===== src/rtl/imem_loader.sv =====
// imem_loader: boot/reload controller that streams a program image into the
// core's instruction memory and holds the core in reset until the image has
// been written and a fixed hold window has elapsed.
//
// Ports:
//   clk, rst        clock and synchronous active-high reset
//   load_start      single-cycle load request; load_len sampled with it
//   load_len        payload length in words (1 .. 2^ADDR_WIDTH)
//   s_valid/s_data  input word stream, s_ready is the accept strobe
//   imem_wr_en      imem write strobe, with imem_addr / imem_data_in
//   core_rst        reset to the core, active high
//   busy            high in LOAD, CHECK and HOLD
//   done            one-cycle pulse when core_rst is released after a load
//   error           sticky; cleared by rst or an accepted load_start
//
// Optional feature macro: IMEM_LOADER_CHECKSUM_EN. When defined, one extra
// stream word after the payload is taken as a modulo-2^DATA_WIDTH checksum of
// the payload; a mismatch flags error and returns to BOOT.
module imem_loader #(
  parameter int unsigned ADDR_WIDTH = 10,
  parameter int unsigned DATA_WIDTH = 32,
  parameter int unsigned RESET_HOLD = 4
) (
  input  logic                  clk,
  input  logic                  rst,
  input  logic                  load_start,
  input  logic [ADDR_WIDTH:0]   load_len,
  input  logic                  s_valid,
  input  logic [DATA_WIDTH-1:0] s_data,
  output logic                  s_ready,
  output logic                  imem_wr_en,
  output logic [ADDR_WIDTH-1:0] imem_addr,
  output logic [DATA_WIDTH-1:0] imem_data_in,
  output logic                  core_rst,
  output logic                  busy,
  output logic                  done,
  output logic                  error
);

  localparam int unsigned HoldW = (RESET_HOLD > 1) ? $clog2(RESET_HOLD) : 1;
  localparam logic [HoldW-1:0] HoldLast = HoldW'(RESET_HOLD - 1);
  // Largest legal length is exactly 2^ADDR_WIDTH (fills the whole memory).
  localparam logic [ADDR_WIDTH:0] MaxLen = {1'b1, {ADDR_WIDTH{1'b0}}};

  typedef enum logic [2:0] {
    StBoot,
    StLoad,
`ifdef IMEM_LOADER_CHECKSUM_EN
    StCheck,
`endif
    StHold,
    StRun
  } state_e;

  state_e                state_q, state_d;
  logic [ADDR_WIDTH:0]   cnt_q, cnt_d;
  logic [ADDR_WIDTH:0]   len_q, len_d;
  logic [HoldW-1:0]      hold_q, hold_d;
  logic                  wr_q, wr_d;
  logic [ADDR_WIDTH-1:0] addr_q, addr_d;
  logic [DATA_WIDTH-1:0] data_q, data_d;
  logic                  err_q, err_d;
  logic                  done_q, done_d;
  logic                  core_rst_q, core_rst_d;
`ifdef IMEM_LOADER_CHECKSUM_EN
  logic [DATA_WIDTH-1:0] sum_q, sum_d;
`endif

  logic len_ok;
  logic last_word;
  logic hs;

  assign len_ok    = (load_len != '0) && (load_len <= MaxLen);
  assign last_word = (cnt_q == len_q - 1'b1);
  assign hs        = s_valid && s_ready;

  always_comb begin
    state_d = state_q;
    cnt_d   = cnt_q;
    len_d   = len_q;
    hold_d  = hold_q;
    wr_d    = 1'b0;
    addr_d  = addr_q;
    data_d  = data_q;
    err_d   = err_q;
    done_d  = 1'b0;
`ifdef IMEM_LOADER_CHECKSUM_EN
    sum_d   = sum_q;
    s_ready = (state_q == StLoad) || (state_q == StCheck);
`else
    s_ready = (state_q == StLoad);
`endif

    unique case (state_q)
      StBoot, StRun: begin
        if (load_start) begin
          if (len_ok) begin
            len_d   = load_len;
            cnt_d   = '0;
            err_d   = 1'b0;
`ifdef IMEM_LOADER_CHECKSUM_EN
            sum_d   = '0;
`endif
            state_d = StLoad;
          end else begin
            // Bad length: flag it and park the core in reset.
            err_d   = 1'b1;
            state_d = StBoot;
          end
        end
      end
      StLoad: begin
        if (hs) begin
          wr_d   = 1'b1;
          addr_d = cnt_q[ADDR_WIDTH-1:0];
          data_d = s_data;
          cnt_d  = cnt_q + 1'b1;
`ifdef IMEM_LOADER_CHECKSUM_EN
          sum_d  = sum_q + s_data;
`endif
          if (last_word) begin
            hold_d  = '0;
`ifdef IMEM_LOADER_CHECKSUM_EN
            state_d = StCheck;
`else
            state_d = StHold;
`endif
          end
        end
      end
`ifdef IMEM_LOADER_CHECKSUM_EN
      StCheck: begin
        // Checksum word is consumed but never written to imem.
        if (hs) begin
          if (s_data == sum_q) begin
            hold_d  = '0;
            state_d = StHold;
          end else begin
            err_d   = 1'b1;
            state_d = StBoot;
          end
        end
      end
`endif
      StHold: begin
        if (hold_q == HoldLast) begin
          state_d = StRun;
          done_d  = 1'b1;
        end else begin
          hold_d = hold_q + 1'b1;
        end
      end
      default: state_d = StBoot;
    endcase

    // Core runs only in RUN; registering from state_d gives the one-cycle
    // delayed assertion after an accepted load_start.
    core_rst_d = (state_d != StRun);
  end

  always_ff @(posedge clk) begin
    if (rst) begin
      state_q    <= StBoot;
      cnt_q      <= '0;
      len_q      <= '0;
      hold_q     <= '0;
      wr_q       <= 1'b0;
      addr_q     <= '0;
      data_q     <= '0;
      err_q      <= 1'b0;
      done_q     <= 1'b0;
      core_rst_q <= 1'b1;
`ifdef IMEM_LOADER_CHECKSUM_EN
      sum_q      <= '0;
`endif
    end else begin
      state_q    <= state_d;
      cnt_q      <= cnt_d;
      len_q      <= len_d;
      hold_q     <= hold_d;
      wr_q       <= wr_d;
      addr_q     <= addr_d;
      data_q     <= data_d;
      err_q      <= err_d;
      done_q     <= done_d;
      core_rst_q <= core_rst_d;
`ifdef IMEM_LOADER_CHECKSUM_EN
      sum_q      <= sum_d;
`endif
    end
  end

  assign imem_wr_en   = wr_q;
  assign imem_addr    = addr_q;
  assign imem_data_in = data_q;
  assign core_rst     = core_rst_q;
  assign done         = done_q;
  assign error        = err_q;
`ifdef IMEM_LOADER_CHECKSUM_EN
  assign busy = (state_q == StLoad) || (state_q == StCheck) || (state_q == StHold);
`else
  assign busy = (state_q == StLoad) || (state_q == StHold);
`endif

endmodule


===== config.mk =====
export PLATFORM = sky130hd
export DESIGN_NAME = imem_loader
export DESIGN_NICKNAME = d
export VERILOG_FILES = /design/src/rtl/imem_loader.sv
export SDC_FILE = /design/constraint.sdc
export NUM_CORES = 1
export LEC_CHECK = 0
export CAP_MARGIN = 20
export CORE_ASPECT_RATIO = 1.4
export CORE_MARGIN = 8
export CORE_UTILIZATION = 47
export CTS_CLUSTER_SIZE = 12
export DETAILED_ROUTE_END_ITERATION = 10
export GPL_TIMING_DRIVEN = 0
export PLACE_DENSITY = 0.79
export SLEW_MARGIN = 5
export SYNTH_ARGS = -nofsm -noshare
export SYNTH_HDL_FRONTEND = slang
export SYNTH_SLANG_ARGS = --single-unit

===== constraint.sdc =====
create_clock -name clk -period 2.4 [get_ports clk]
set_clock_uncertainty 0.05 [all_clocks]
set_input_delay 0.36 -clock clk [delete_from_list [all_inputs] [get_ports clk]]
set_output_delay 0.36 -clock clk [all_outputs]
set_load 0.02 [all_outputs]

==> impl_metrics.csv <==
group,metric,value,unit
yosys,ys.warnings.count,0,
yosys,syn_nets,445,
power_and_ir_drop,leakagePower,1.68,nW
drt,avgViaCountPerCell,5.15,
yosys,syn_inst,395,
yosys,synth.yosys.seq_area_share,44.5,%
sta,rsz0062_at_grt,"false",
drt,first_pass_iters,5,
drt,wl_met2,4220,µm
clock_network,clk_path_buf_depth,2,
yosys,synth-async-reset-ratio,0,%
yosys,avgSynthCellArea,8.31,µm²
yosys,ys_seq_elements,73,
drt,drcViolationCount,0,
run,cap_violations,0,
clock_network,cts_tree,"done",
placement,finalWeightedCongestion,0.932,
sta,relSlewSlack,63.8,%
placement,place.port_buffers,93,
drt,drtIter0Drc,120,
grt,grt_max_degree,13,
min_path,hold_path.class,"flop to flop",
floorplanning,core_area,6850,µm²
floorplanning,design.die.area,9950,µm²
layout,final_layout_size_suffix_gt1_share,8.51,%
drt,antenna_left,0,
drt,wl_met3,931,µm
drt,wl_met1,3390,µm
yosys,netlist.area_leader.share,44.5,%
grt,grt_pass1_wl,14700,µm
outcome,status,"complete, no violations",
floorplanning,start_util,47.9,%
grt,grt_pass1_vias,3233,
placement,dp_hpwl,6640,µm
critical_path,endpoint_kind,"flop",
power_and_ir_drop,powerDensity,551,nW/µm²
clock_network,cts_root_buffer,"clkbuf_8",
drt,totalWireLength,8760,µm
floorplanning,num_rows,36,
drt,via_count,3089,
clock_network,clkTransAtPathRegs,0.08,ns
drt,dr.max_layer_used,"met4",
yosys,synth-edff-count,0,
critical_path,cp_max_fo,8,
critical_path,path_class,"input pin to flop",
min_path,holdPathStages,2,
sta,setup_viol,0,
clock_network,cts_buffers,9,
critical_path,arrival,2.43,ns
layout,utilization,66.7,%
sta,fmax,440,MHz
sta,final_hold_viol_count,0,
critical_path,r2r_cells,8,
power_and_ir_drop,peakVddDrop,0.452,mV
yosys,synthTopCellsByArea,"dfxtp_1 45%, nand2_1 11%, a21oi_1 7.0%, nor2_1 4.3%, xnor2_1 4.3%",
critical_path,start_kind,"input pin",
sta,setup_tns,0,ns
floorplanning,chipHeight,115,µm
layout,syn_to_final_growth,39.2,%
clock_network,cts-htree-levels,3,
drt,wire_per_inst,14.6,µm
layout,diodes,0,
floorplanning,boundaryPins,95,
clock_network,clock-sinks,73,
sta,period_share,94.7,%
layout,final_nets,550,
yosys,synth_top_area_cell,"dfxtp_1",
yosys,yosys_most_used_dff,"dfxtp_1",
yosys,syn-cell-area,3280,µm²
sta,tightest_slew,0.541,ns
power_and_ir_drop,power,2.52,mW
sta,period_minus_slack,2.27,ns
grt,overflow,0,
critical_path,critical_path_required,2.56,ns
floorplanning,chipWidth,86.6,µm
yosys,synth_cell_type_count,54,
clock_network,clock_latency,0.35,ns
sta,slew_viol_final,0,
grt,grt_antenna_before_repair,0,
grt,grtUsageTotal,18.7,%
[worst max-delay path: stages]
cell             delay (ns)
clkdlybuf4s50_1        0.44
nor4_2                 0.41
a31oi_1                0.21
o21ai_4                0.31
nand3_2                0.19
a211o_1                0.32
o21bai_1               0.18
[per-layer routing]
layer	global-route usage, %	up-vias
met5	0	-
met4	9.34	0
met3	10.4	14
met2	31.4	100
met1	18.0	1433
li1	-	1542
[kinds of logic (layout without fill, tap and decap cells)]
| group | after synthesis | in the layout | share of synthesized area [%] |
|---|---|---|---|
| simple gates | 182 | 182 | 26.8 |
| xor+xnor | 26 | 26 | 6.94 |
| buf+inv | 29 | 139 | 4.04 |
| compound gates | 68 | 68 | 12.4 |
| fa+ha+maj | 3 | 3 | 1.14 |
| flops | 73 | 73 | 44.5 |
| other cells | 1 | 1 | 0.114 |
| mux | 13 | 13 | 4.04 |
[sequential cells by signal, summed over array words and instances, names as in the netlist]
name	cells
done	1
hold_q	2
imem_wr_en	1
state_q	3
error	1
imem_addr	10
cnt_q	11
core_rst	1
imem_data_in	32
len_q	11
[layout make-up]
type / instances / area (µm²)
plain buffers: 24 / 114
clock buffers: 12 / 155
clock inverters: 4 / 51.3
fillers: 575 / 2280
inverters: 5 / 18.8
multi-input cells: 293 / 1710
flip-flops and latches: 73 / 1460
well taps: 95 / 119
repair buffers: 94 / 937
[path summary, 6_finish.rpt]
path | endpoint | startpoint | slack, ns
min reg2reg | imem_addr[3]$_SDFFE_PP0P_ | imem_addr[3]$_SDFFE_PP0P_ | 0.41
max reg2reg | core_rst$_SDFF_PP1_ | len_q[1]$_SDFFE_PP0P_ | 0.15
min | imem_addr[3]$_SDFFE_PP0P_ | imem_addr[3]$_SDFFE_PP0P_ | 0.41
max | core_rst$_SDFF_PP1_ | load_len[0] | 0.13
[power breakdown]
group          internal, mW  switching (mW)  total (mW)
sequential             1.23          0.0149        1.24
clock                 0.537           0.456       0.994
combinational         0.151           0.131       0.281
total                  1.91           0.602        2.52
[cell usage in the layout, fill, tap and decap left out, drive strengths merged, types with 2 or more instances in the layout]
master / instances
nand2: 94
clkdlybuf4s50: 92
dfxtp: 73
a21oi: 46
nor2: 38
clkbuf: 26
xnor2: 16
mux2i: 11
buf: 11
xor2: 10
nand3: 9
nor3: 7
inv: 5
o21ai: 5
and2: 4
and3: 4
nor4b: 4
o211ai: 4
or3: 3
nor4: 3
nand4: 3
nand3b: 3
ha: 3
and4: 2
a32oi: 2
nand4b: 2
o21a: 2
mux2: 2
clkinv: 2
[synthesized netlist by cell type (2+ instances only)]
master / instances
a21oi_1: 46
a32oi_1: 2
and2_1: 4
and3_1: 4
and4_1: 2
buf_2: 7
buf_4: 2
clkbuf_1: 14
dfxtp_1: 73
ha_1: 3
inv_1: 5
mux2i_1: 11
nand2_1: 93
nand3_1: 8
nand3b_1: 3
nand4_1: 3
nand4b_1: 2
nor2_1: 38
nor3_1: 6
nor4_1: 2
nor4b_1: 2
nor4b_4: 2
o211ai_1: 2
o211ai_2: 2
o21a_1: 2
o21ai_0: 2
o21ai_1: 2
or3_1: 3
xnor2_1: 16
xor2_1: 10
[metrics by stage]
stage	setup WS [ns]	cell area [µm²]	instances	hold WS [ns]
global placement	-0.377	4330	583	0.391
finish	0.128	4570	600	0.405
floorplan	0.322	3280	395	0.419
CTS	0.0484	4550	600	0.406
detailed placement	-0.401	4330	583	0.396
global route	0.0111	4570	600	0.420
[timing repair]
item | in CTS | in global routing
setup endpoints to repair | 3 | 24
resized for setup | 2 | 4
hold buffers | 0 | 0
pin swaps | 0 | 1
setup buffers | 1 | 0
No activity file was read; power rests on OpenSTA's default activity.
